==> src/rtl/reg_select_pkg.sv <==
// Shared constants and index helpers for the register-select stage.
package reg_select_pkg;

    // Select code meaning "no register".
    localparam int unsigned SEL_NONE = 0;

    // Widest register file the helpers support.
    localparam int unsigned MAX_REGS = 32;

    function automatic logic idx_in_range(input int unsigned idx, input int unsigned num_regs);
        return idx < num_regs;
    endfunction

    // Mux-select code: index+1 for a real register, SEL_NONE otherwise.
    function automatic int unsigned idx_to_sel(input int unsigned idx, input int unsigned num_regs);
        return idx_in_range(idx, num_regs) ? idx + 1 : SEL_NONE;
    endfunction

    // One-hot vector with bit idx set; all zero when idx is out of range.
    function automatic logic [MAX_REGS-1:0] idx_to_onehot(input int unsigned idx, input int unsigned num_regs);
        logic [MAX_REGS-1:0] oh;
        oh = '0;
        if (idx_in_range(idx, num_regs)) begin
            oh = 32'(1) << idx;
        end
        return oh;
    endfunction

endpackage

==> src/rtl/reg_select_stage_reg_scoreboard.sv <==
// Pending-write scoreboard: one bit per register, set on issue, cleared on
// write-back or when the entry carrying the write is flushed.
module reg_scoreboard
    import reg_select_pkg::*;
#(
    parameter int unsigned NUM_REGS = 16,
    localparam int unsigned IDX_W = $clog2(NUM_REGS)
) (
    input  logic                clk,
    input  logic                reset,
    input  logic                set_en,
    input  logic [IDX_W-1:0]    set_idx,
    input  logic [NUM_REGS-1:0] wb_vec,
    input  logic [NUM_REGS-1:0] clr_vec,
    output logic [NUM_REGS-1:0] pending,
    output logic [NUM_REGS-1:0] pending_eff
);

    logic [NUM_REGS-1:0] set_vec;

    // Decode the set request and expose the write-back bypassed view.
    always_comb begin
        set_vec     = '0;
        if (set_en) begin
            set_vec = NUM_REGS'(idx_to_onehot(32'(set_idx), NUM_REGS));
        end
        pending_eff = pending & ~wb_vec;
    end

    // Scoreboard state; a set in the same cycle as a clear wins.
    always_ff @(posedge clk) begin
        if (reset) begin
            pending <= '0;
        end else begin
            pending <= (pending & ~clr_vec) | set_vec;
        end
    end

endmodule

==> src/rtl/reg_select_stage.sv <==
// Register-address decode stage: registers select codes and the write-enable
// vector, and stalls instructions that touch a register with a pending write.
module reg_select_stage
    import reg_select_pkg::*;
#(
    parameter int unsigned NUM_REGS = 16,
    localparam int unsigned IDX_W = $clog2(NUM_REGS),
    localparam int unsigned SEL_W = $clog2(NUM_REGS + 1)
) (
    input  logic                clk,
    input  logic                reset,
    input  logic                in_valid,
    output logic                in_ready,
    input  logic [IDX_W-1:0]    rsrc_idx,
    input  logic [IDX_W-1:0]    rdst_idx,
    input  logic                use_rsrc,
    input  logic                wr_req,
    output logic                out_valid,
    input  logic                out_ready,
    output logic [SEL_W-1:0]    rsrc_sel,
    output logic [SEL_W-1:0]    rdst_sel,
    output logic [NUM_REGS-1:0] rdst_wen,
    input  logic                wb_valid,
    input  logic [IDX_W-1:0]    wb_idx,
    input  logic                flush,
    output logic [NUM_REGS-1:0] pending,
    output logic                hazard
);

    logic [NUM_REGS-1:0] src_oh;
    logic [NUM_REGS-1:0] dst_oh;
    logic [NUM_REGS-1:0] wb_vec;
    logic [NUM_REGS-1:0] clr_vec;
    logic [NUM_REGS-1:0] pending_eff;
    logic [SEL_W-1:0]    src_sel_d;
    logic [SEL_W-1:0]    dst_sel_d;
    logic [NUM_REGS-1:0] wen_d;
    logic                dst_ok;
    logic                accept;
    logic                set_en;

    // Decode indices, evaluate the hazard and the upstream handshake.
    always_comb begin
        src_oh    = NUM_REGS'(idx_to_onehot(32'(rsrc_idx), NUM_REGS));
        dst_oh    = NUM_REGS'(idx_to_onehot(32'(rdst_idx), NUM_REGS));
        dst_ok    = idx_in_range(32'(rdst_idx), NUM_REGS);
        src_sel_d = use_rsrc ? SEL_W'(idx_to_sel(32'(rsrc_idx), NUM_REGS)) : SEL_W'(SEL_NONE);
        dst_sel_d = SEL_W'(idx_to_sel(32'(rdst_idx), NUM_REGS));
        wen_d     = wr_req ? dst_oh : '0;

        wb_vec    = wb_valid ? NUM_REGS'(idx_to_onehot(32'(wb_idx), NUM_REGS)) : '0;
        // A flushed entry's write will never happen, so release its register.
        clr_vec   = wb_vec | ((flush && out_valid) ? rdst_wen : '0);

        hazard    = in_valid & ((use_rsrc & (|(pending_eff & src_oh))) | (|(pending_eff & dst_oh)));
        in_ready  = !reset && !flush && !hazard && (!out_valid || out_ready);
        accept    = in_valid && in_ready;
        set_en    = accept && wr_req && dst_ok;
    end

    reg_scoreboard #(
        .NUM_REGS(NUM_REGS)
    ) u_scoreboard (
        .clk        (clk),
        .reset      (reset),
        .set_en     (set_en),
        .set_idx    (rdst_idx),
        .wb_vec     (wb_vec),
        .clr_vec    (clr_vec),
        .pending    (pending),
        .pending_eff(pending_eff)
    );

    // Output register: load on accept, drop on consume or flush, hold otherwise.
    always_ff @(posedge clk) begin
        if (reset) begin
            out_valid <= 1'b0;
            rsrc_sel  <= '0;
            rdst_sel  <= '0;
            rdst_wen  <= '0;
        end else if (flush) begin
            out_valid <= 1'b0;
        end else if (accept) begin
            out_valid <= 1'b1;
            rsrc_sel  <= src_sel_d;
            rdst_sel  <= dst_sel_d;
            rdst_wen  <= wen_d;
        end else if (out_valid && out_ready) begin
            out_valid <= 1'b0;
        end
    end

endmodule
==> config.mk <==
export PLATFORM = sky130hd
export DESIGN_NAME = reg_select_stage
export DESIGN_NICKNAME = d
export VERILOG_FILES = /design/src/rtl/reg_select_pkg.sv /design/src/rtl/reg_select_stage_reg_scoreboard.sv /design/src/rtl/reg_select_stage.sv
export SDC_FILE = /design/constraint.sdc
export NUM_CORES = 1
export LEC_CHECK = 0
export CAP_MARGIN = 20
export CORE_ASPECT_RATIO = 1.75
export CORE_MARGIN = 1.5
export CORE_UTILIZATION = 54
export DETAILED_ROUTE_END_ITERATION = 16
export HOLD_SLACK_MARGIN = 0.1
export PLACE_DENSITY = 0.95
export SYNTH_ARGS = -nofsm -noshare
export SYNTH_HDL_FRONTEND = slang
export SYNTH_SLANG_ARGS = --single-unit
==> constraint.sdc <==
create_clock -name clk -period 5.9 [get_ports clk]
set_input_delay 1.18 -clock clk [delete_from_list [all_inputs] [get_ports clk]]
set_output_delay 1.18 -clock clk [all_outputs]
set_load 0.01 [all_outputs]
==> results.toml <==
[hold_path]
hold_class = "flop to flop"
hold_path_end = "rsrc_sel[1]$_SDFFE_PP0P_"
holdPathStages = 2
min-delay-start = "rsrc_sel[1]$_SDFFE_PP0P_"

[floorplanning]
die_area_mm2 = 0.00546
fp.dieW_um = 56.5
core_mm2 = 0.00475
floorplan.initialDensity_pct = 57.0
chipHeight_um = 96.6
rows = 33
io_pins = 65

[sta]
drv_slew = 0
fin_skew_ps = 7.70
hold_viol_final = 0
timing.max_slew.rel_slack_pct = 33.5
worst_pin_slew_ps = 995
fin_crit_ps = 5410
rsz0062_at_grt = "false"
clock.fmax_mhz = 185
fin_setup_tns_ps = 0
fin_crit_sh_pct = 91.7
setup_violations = 0
setup_slack_ps = 490

[detailed_routing]
vias = 2798
wl_per_cell_um = 20.2
wl_um = 8490
ant_nets = 0
drtIter0Drc = 186
remaining_drc_errors = 0
viasPerCell = 6.65
firstDrtPassIters = 5

[job]
maxCapViolations = 0

[placement]
post-place-ws_ps = 513
hpwlAfterDp_um = 6070
dp_cells = 413
place.gp.congestion = 0.973
io_buffers = 64

[global_routing]
grt.total_usage_pct = 31.6
grt_pass1_wl_um = 13600
grt_overflow = 0
antenna_found_initial = 0
grt_max_degree = 46
grt_pass1_vias = 2681

[finish]
drive_gt1_share_pct = 8.40
area_growth_pct = 27.1
fin_cells = 421
nNetsFinal = 400
n_antenna_cell = 0

[yosys]
synth-edff-count = 0
synthFlopType = "dfxtp_1"
async_reset_ff_share_pct = 0
netlist.area_leader.share_pct = 31.8
synth_area_leaders = "dfxtp_1, o21ai_1, ha_1"
ys_seq_area_share_pct = 31.8
netlist_instances = 323
syn-cell-area_mm2 = 0.00271
syn-num-nets = 355
yosysTopAreaCell = "dfxtp_1"
synth.distinct_cells = 46
yosysWarnings = 0
avgSynthCellArea_um2 = 8.37
ys_ff_latch = 43

[worst_setup_path]
regToRegStartpoint = "u_scoreboard.pending[2]$_SDFF_PP0_"
crit_path_max_fanout = 5
ff2ff_setup_slack_ps = 3540
critPathKind = "input port to output pin"
crit_arrival_ps = 4230
start_kind = "input port"
timing.rr.end = "rdst_sel[0]$_SDFFE_PP0P_"
critical_path.endpoint_type = "output pin"
required_ps = 4720
reg2reg_depth = 7

[clocking]
cts_buffers = 5
clkTransAtPathRegs_ps = 80
cts_resized = 0
cts_tree = "built"
hold_buffers = 0
cts_num_sinks = 43
cts_setup_buffers = 0
cts_buffer_depth = 2
worstSkewPairLatency_ps = 300
htree_levels = 2
root_buffer = "clkbuf_8"

[power_and_ir_drop]
ir_drop_mv = 0.156
p_leak_uw = 0.00113
power_uw = 660
power_density_mw_per_mm2 = 192

[status]
outcome = "completed"
-- sequential cells by signal, indices dropped and copies added (netlist names) --
name	count
rsrc_sel	5
out_valid	1
rdst_sel	5
rdst_wen	16
u_scoreboard.pending	16
-- worst max-delay path by stage --
stage               slack [ps]   startpoint  cells past startpoint       end
finish                     490  rdst_idx[0]                     11  in_ready
global route               330  rdst_idx[0]                     11  in_ready
CTS                        500  rdst_idx[0]                     11  in_ready
detailed placement         510  rdst_idx[0]                     11  in_ready
global placement           570  rdst_idx[0]                     11  in_ready
floorplan                 1680  rdst_idx[0]                      9  in_ready
-- worst max-delay path: stages --
cell	delay, ps
clkdlybuf4s50_1	500
ha_1	280
ha_1	240
nor2b_1	180
o211ai_1	120
o2111ai_1	220
a2111oi_4	440
o2111ai_2	210
and2_1	230
nor2_1	100
clkdlybuf4s50_1	530
-- report_power, final --
part | internal [uW] | switching [uW] | leakage (uW)
logic | 31.6 | 58.4 | 0.000718
clock network | 169 | 106 | 0.0000654
registers | 293 | 1.61 | 0.000347
total | 493 | 166 | 0.00113
-- synthesized netlist by cell type (2+ instances only) --
cell / instances
nand2_1: 16
o21ai_1: 39
nand3b_1: 3
nand4_1: 3
o2111ai_1: 11
o31ai_2: 12
nor2_1: 7
o211ai_1: 12
clkbuf_1: 23
and2_1: 3
ha_1: 12
a211o_1: 9
o22ai_1: 4
inv_1: 11
dfxtp_1: 43
buf_6: 2
nand2b_1: 10
a211oi_1: 5
o21ai_0: 10
nor2b_1: 21
nand3_1: 21
buf_2: 3
o31ai_1: 3
a21oi_1: 17
and3_1: 2
-- layer usage --
layer | part of all wire, % | vias to the layer above | GRT usage [%]
met5 | 0 | - | 0
li1 | - | 1288 | -
met2 | 52 | 153 | 56.4
met1 | 37 | 1322 | 36.5
met3 | 6.0 | 35 | 2.94
met4 | 4.8 | 0 | 14.8
-- layout make-up --
class	count	area [um2]
tap	52	65.1
clock inverter	2	60.1
clock buffer	6	72.6
fill	377	1310
inverter	11	41.3
multi-input combinational	240	1680
timing repair buffer	67	663
sequential	43	861
-- placed cells by master, fill, tap and decap left out, drive strengths merged, types with 2 or more instances in the layout --
master,instances
a211o,9
a211oi,5
a21boi,2
a21oi,17
and2,3
and3,2
buf,3
bufinv,2
clkbuf,6
clkdlybuf4s50,64
dfxtp,43
ha,12
inv,11
nand2,17
nand2b,10
nand3,21
nand3b,3
nand4,3
nor2,7
nor2b,21
o2111ai,12
o211ai,12
o21ai,51
o22ai,5
o31ai,15
o41ai,2
-- kinds of logic (layout without fill, tap and decap cells) --
group                    count (synthesis)  count (layout)  synth area share [%]
XOR/XNOR                                 2               2                 0.648
AND/OR/NAND/NOR                         92              92                  18.5
buffers and inverters                   40              86                  6.24
flip-flops                              43              43                  31.8
AO/OA/AOI/OAI                          134             134                  37.2
adder cells (fa/ha/maj)                 12              12                  5.55
-- per-stage QoR --
step / area, um2 / util [%] / hold WS (ps)
floorplan: 2710 / - / 494
global placement: 3310 / 69.6 / 463
detailed placement: 3310 / 69.6 / 470
CTS: 3440 / 72.4 / 486
global route: 3440 / 72.4 / 521
finish: 3440 / 72.4 / 480
(Power assumes the default switching activity.)
